**config.mk**
```make
export PLATFORM = sky130hd
export DESIGN_NAME = program_counter
export DESIGN_NICKNAME = d
export VERILOG_FILES = /design/src/rtl/program_counter_pkg.sv /design/src/rtl/program_counter_pc_incr.sv /design/src/rtl/program_counter.sv
export SDC_FILE = /design/constraint.sdc
export NUM_CORES = 1
export LEC_CHECK = 0
export ABC_AREA = 0
export ABC_CLOCK_PERIOD_IN_PS = 4350
export CAP_MARGIN = 40
export CORE_MARGIN = 1.5
export CORE_UTILIZATION = 45
export CTS_CLUSTER_SIZE = 12
export DETAILED_ROUTE_END_ITERATION = 8
export GPL_ROUTABILITY_DRIVEN = 0
export GPL_TIMING_DRIVEN = 0
export MAX_ROUTING_LAYER = met4
export PLACE_DENSITY_LB_ADDON = 0.1
export SYNTH_ARGS = -nofsm -noshare
export SYNTH_HDL_FRONTEND = slang
export SYNTH_SLANG_ARGS = --single-unit
```
**constraint.sdc**
```tcl
create_clock -name clk -period 4.35 [get_ports clk]
set_clock_uncertainty 0.15 [all_clocks]
set_input_delay 0.6525 -clock clk [delete_from_list [all_inputs] [get_ports clk]]
set_output_delay 0.6525 -clock clk [all_outputs]
set_load 0.005 [all_outputs]
```
**src/rtl/program_counter_pkg.sv**
```systemverilog
// Shared constants, operation encoding and sizing helper for the program counter.
package program_counter_pkg;

  localparam int          DEFAULT_WIDTH        = 16;
  localparam int          DEFAULT_DEPTH        = 8;
  localparam int unsigned DEFAULT_RESET_VECTOR = 32'd0;

  // Operation selected for the current cycle after priority resolution.
  typedef enum logic [2:0] {
    OP_HOLD = 3'd0,
    OP_CLR  = 3'd1,
    OP_RET  = 3'd2,
    OP_CALL = 3'd3,
    OP_LOAD = 3'd4,
    OP_INC  = 3'd5
  } pc_op_e;

  // Ceiling log2, used to size the depth counter and the stack pointer.
  function automatic int clog2(input int value);
    int result;
    int v;
    result = 0;
    v      = value - 1;
    while (v > 0) begin
      result = result + 1;
      v      = v >> 1;
    end
    return result;
  endfunction

endpackage

```
**src/rtl/program_counter_pc_incr.sv**
```systemverilog
// PC incrementer: half-adder ripple chain with the carry-in tied high.
module pc_incr
  import program_counter_pkg::*;
#(
  parameter int WIDTH = DEFAULT_WIDTH
) (
  input  logic [WIDTH-1:0] a,
  output logic [WIDTH-1:0] sum
);

  logic carry_s;

  // Ripple through one half adder per bit; the final carry-out is dropped so
  // the all-ones value wraps to zero.
  always_comb begin
    carry_s = 1'b1;
    sum     = '0;
    for (int i = 0; i < WIDTH; i++) begin
      sum[i]  = a[i] ^ carry_s;
      carry_s = a[i] & carry_s;
    end
  end

endmodule

```
**src/rtl/program_counter.sv**
```systemverilog
// Program counter with a circular return-address stack for call/ret.
module program_counter
  import program_counter_pkg::*;
#(
  parameter int          WIDTH        = DEFAULT_WIDTH,
  parameter int          DEPTH        = DEFAULT_DEPTH,
  parameter int unsigned RESET_VECTOR = DEFAULT_RESET_VECTOR
) (
  input  logic                        clk,
  input  logic                        rst_n,
  input  logic                        clr,
  input  logic                        en,
  input  logic                        inc,
  input  logic                        load,
  input  logic                        call,
  input  logic                        ret,
  input  logic [WIDTH-1:0]            target,
  output logic [WIDTH-1:0]            pc,
  output logic [clog2(DEPTH+1)-1:0]   stk_depth,
  output logic                        stk_full,
  output logic                        stk_empty,
  output logic                        stk_err
);

  localparam int                 DEPTH_W = clog2(DEPTH + 1);
  localparam int                 PTR_W   = clog2(DEPTH);
  localparam logic [WIDTH-1:0]   RV      = WIDTH'(RESET_VECTOR);
  localparam logic [DEPTH_W-1:0] DEPTH_MAX = DEPTH_W'(DEPTH);
  localparam logic [DEPTH_W-1:0] DEPTH_ONE = DEPTH_W'(1);
  localparam logic [PTR_W-1:0]   PTR_ONE   = PTR_W'(1);

  logic [WIDTH-1:0]   pc_q, pc_d;
  logic [DEPTH_W-1:0] depth_q, depth_d;
  logic [PTR_W-1:0]   ptr_q, ptr_d;
  logic               err_q, err_d;
  logic [WIDTH-1:0]   stack_q [DEPTH];
  logic [WIDTH-1:0]   pc_plus1_s;
  logic [PTR_W-1:0]   top_idx_s;
  logic               push_s;
  pc_op_e             op_s;

  // Single shared incrementer feeds both the inc path and the call push value.
  pc_incr #(.WIDTH(WIDTH)) u_incr (
    .a   (pc_q),
    .sum (pc_plus1_s)
  );

  // ptr_q is the next write slot, so the top entry sits one below it.
  assign top_idx_s = ptr_q - PTR_ONE;

  // Resolve the per-cycle request into the single operation that takes effect.
  always_comb begin
    op_s = OP_HOLD;
    if (clr) begin
      op_s = OP_CLR;
    end else if (!en) begin
      op_s = OP_HOLD;
    end else if (ret) begin
      op_s = OP_RET;
    end else if (call) begin
      op_s = OP_CALL;
    end else if (load) begin
      op_s = OP_LOAD;
    end else if (inc) begin
      op_s = OP_INC;
    end else begin
      op_s = OP_HOLD;
    end
  end

  // Next-state computation for pc, stack pointer, depth and the sticky error.
  always_comb begin
    pc_d    = pc_q;
    depth_d = depth_q;
    ptr_d   = ptr_q;
    err_d   = err_q;
    push_s  = 1'b0;
    case (op_s)
      OP_CLR: begin
        pc_d    = RV;
        depth_d = '0;
        ptr_d   = '0;
        err_d   = 1'b0;
      end
      OP_RET: begin
        if (depth_q == '0) begin
          err_d = 1'b1;
        end else begin
          pc_d    = stack_q[top_idx_s];
          depth_d = depth_q - DEPTH_ONE;
          ptr_d   = top_idx_s;
        end
      end
      OP_CALL: begin
        // When full, the write slot holds the oldest entry, so it is overwritten.
        push_s = 1'b1;
        pc_d   = target;
        ptr_d  = ptr_q + PTR_ONE;
        if (depth_q == DEPTH_MAX) begin
          err_d = 1'b1;
        end else begin
          depth_d = depth_q + DEPTH_ONE;
        end
      end
      OP_LOAD: pc_d = target;
      OP_INC:  pc_d = pc_plus1_s;
      default: pc_d = pc_q;
    endcase
  end

  // Control state: asynchronously reset, updated on every rising edge.
  always_ff @(posedge clk or negedge rst_n) begin
    if (!rst_n) begin
      pc_q    <= RV;
      depth_q <= '0;
      ptr_q   <= '0;
      err_q   <= 1'b0;
    end else begin
      pc_q    <= pc_d;
      depth_q <= depth_d;
      ptr_q   <= ptr_d;
      err_q   <= err_d;
    end
  end

  // Stack storage is not reset; a zero depth hides stale contents.
  always_ff @(posedge clk) begin
    if (push_s) begin
      stack_q[ptr_q] <= pc_plus1_s;
    end
  end

  assign pc        = pc_q;
  assign stk_depth = depth_q;
  assign stk_err   = err_q;
  assign stk_full  = (depth_q == DEPTH_MAX);
  assign stk_empty = (depth_q == '0);

endmodule

```
==> results.cfg <==
[hold_path]
whs_path_depth = 2
hp-start = stk_err$_DFFE_PN0P_
min_path_type = flop to flop

[logic_synthesis]
ys_async_sr_fraction = 0.158
yosysWarnings = 0
synthesis.instances = 359
synth_area_leaders = edfxtp_1 59%, dfrtp_1 9.2%, mux4_2 6.9%
synth_area_leader_cell = edfxtp_1
netlist_area_um2 = 6550
synth_cell_types = 47
synthFlopType = edfxtp_1
seq_area_frac_synth = 0.679
ys_ff_latch = 152
synth_fp_nets = 402
synth_edf_count = 128
synth_top_area_share = 0.587
syn_area_per_cell_um2 = 18.2

[clock_network]
clock-root-buffer = clkbuf_16
cts_tree = yes
clock_sinks = 152
cts-buffers-inserted = 17
htreeDepth = 4
cts_buffer_depth = 2
path_clk_slew_ps = 60
worstSkewPairLatency_ps = 420

[grt]
track_usage = 0.222
grt_max_degree = 17
antenna_found_initial = 0
grt_pass1_vias = 3676
grt_pass1_wl_mm = 22.5
overflow = 0

[finish]
fillers = 1077
drive_above_1_share = 0.232
fin_cells = 628
nets = 478
area.growth.synth_to_final_pct = 22.7
utilization = 0.572
antenna_cells = 0

[routing]
routed_wl_mm = 14.8
drtPass1Iterations = 4
wl_per_cell_um = 23.6
drtAntennaViolNets = 0
dr_total_vias = 3597
drt-vias-per-instance = 5.73
drt_iter0_markers = 282
drc_errors = 0

[sta]
fin_crit_ps = 4150
post-route-period-util = 0.954
finalSetupViolCount = 0
relSlewSlack = 0.436
grt_setup_unrepaired = no
timing.final.max_slew_violations = 0
fmax_ghz = 0.241
worst_pin_slew_ps = 846
hold_viol = 0

[critical_path]
crit_chain = ha_1, ha_1, ha_2, ha_1, ha_1, ha_1, ha_1, ha_1, ha_1, ha_1, ha_1, ha_1, ha_1, ha_2, xor2_4, a22oi_2, nand2_1, a22o_1
r2r-start = pc[0]$_DFFE_PN0P_
startpoint_type = flop
cp_max_fo = 9
cp_slowest_cell = dfrtp_1
path_class = flop to flop
crit_start = pc[0]$_DFFE_PN0P_
worst_setup_path_end_kind = flop
cp.required_ps = 4510
slowest_delay_ps = 400
cp_top_family = adder cells
arrival_ps = 4310
crit_top_cell = ha_1
reg2reg_depth = 18
crit_buf_inv = 0
cp.depth = 18

[die]
ios = 47
rows = 43
die_w_um = 124
core_um2 = 14000
initial_core_util = 0.466
dieArea_um2 = 15300
die_h_um = 124

[placed_design]
dp_hpwl_mm = 9.80
placed_cells = 594
io_buffers = 44

[power_and_ir_drop]
finalPower_mw = 3.58
leakage_nw = 2.97
power_density_nw_per_um2 = 446
ir_worst_vdd_uv = 318

[flow_run]
drv_cap = 0

[outcome]
outcome = completed
## report_power, final
group | switching (mW) | total (mW) | internal (mW)
Combinational | 0.242 | 0.478 | 0.237
Sequential | 0.0386 | 1.65 | 1.61
Clock | 0.561 | 1.46 | 0.894
Total | 0.841 | 3.58 | 2.74
## layer usage
metal  track usage  wire (µm)  up-vias
met2         0.345       7510       92
met4        0.0596        142        0
met3        0.0586        746       13
met1         0.292       6450     1864
li1              -          -     1628
met5             -          0        -
## logic make-up after synthesis
group                    Yosys count  synth area share
flip-flops                       152             0.679
buffers and inverters             26            0.0258
AO/OA/AOI/OAI                     69            0.0856
adder cells (fa/ha/maj)           19            0.0375
multiplexers                      34             0.120
AND/OR/NAND/NOR                   53            0.0441
XOR/XNOR                           6           0.00803
## synth_stat cells, types with 2 or more instances
cell / count
a21o_1: 3
a21oi_1: 5
a21oi_2: 2
a22o_1: 17
a22oi_1: 27
a22oi_2: 5
a31oi_1: 2
and2_1: 3
and2b_1: 3
buf_2: 5
buf_4: 3
buf_6: 3
clkbuf_1: 4
clkbuf_2: 3
dfrtp_1: 24
edfxtp_1: 128
ha_1: 18
inv_1: 6
mux4_1: 12
mux4_2: 20
nand2_1: 25
nor2_1: 8
nor3_1: 4
o21ai_0: 2
xnor2_1: 3
xor2_1: 3
## final cells by class
type	instances	area (µm²)	share of cell area
sequential	152	4440	0.553
clock buffer	18	429	0.0534
multi-input combinational	181	1990	0.247
timing repair buffer	57	623	0.0775
inverter	6	22.5	0.00280
buffer	20	146	0.0182
clock inverter	14	158	0.0196
tap	180	225	0.0280
## flip-flops by register name, indices dropped and copies added (netlist names)
register / cells
pc: 16
stk_depth: 4
stack_q: 128
stk_err: 1
ptr_q: 3
## per-stage QoR
step	hold slack (ps)	TNS, ps	cell area, µm²	setup WS [ps]
2_1_floorplan	207	0	6550	613
3_5_place_dp	355	-91.8	7410	-91.8
3_3_place_gp	347	-11930	7210	-382
5_1_grt	407	0	8040	6.50
6_report	367	0	8040	199
4_1_cts	370	0	8000	40.3
## path summary, 6_finish.rpt
check | to | slack [ps]
hold reg to reg | stk_err$_DFFE_PN0P_ | 370
hold / removal | stk_err$_DFFE_PN0P_ | 370
max in group asynchronous | pc[11]$_DFFE_PN0P_ | 3040
min in group asynchronous | pc[5]$_DFFE_PN0P_ | 400
setup reg to reg | pc[15]$_DFFE_PN0P_ | 200
setup / recovery | pc[15]$_DFFE_PN0P_ | 200
## timing repair
action,in CTS,in global routing
buffers inserted,0,1
pin swaps,0,0
hold buffers,0,0
resized for setup,1,4
endpoints found under the setup margin,1,2
gates cloned,0,0
## cells in the final DEF (no fill, tap or decap), drive strengths merged, types with 2 or more instances in the layout
| cell type | n |
|---|---|
| edfxtp | 128 |
| a21o | 3 |
| and2b | 3 |
| a22oi | 32 |
| ha | 18 |
| nand2 | 25 |
| bufinv | 3 |
| inv | 6 |
| nor4 | 2 |
| clkbuf | 25 |
| a22o | 17 |
| nor2 | 8 |
| clkinv | 10 |
| a21oi | 7 |
| dfrtp | 24 |
| xnor2 | 3 |
| buf | 26 |
| a31oi | 2 |
| clkdlybuf4s50 | 44 |
| nor3 | 5 |
| mux4 | 32 |
| o21ai | 3 |
| and2 | 3 |
| xor2 | 3 |
## worst min-delay path, stage by stage, from the launching register on
cell and delay, ps:
dfrtp_1 360, a31oi_1 50, nor2_1 80
Power figures use the tool's default switching activity.
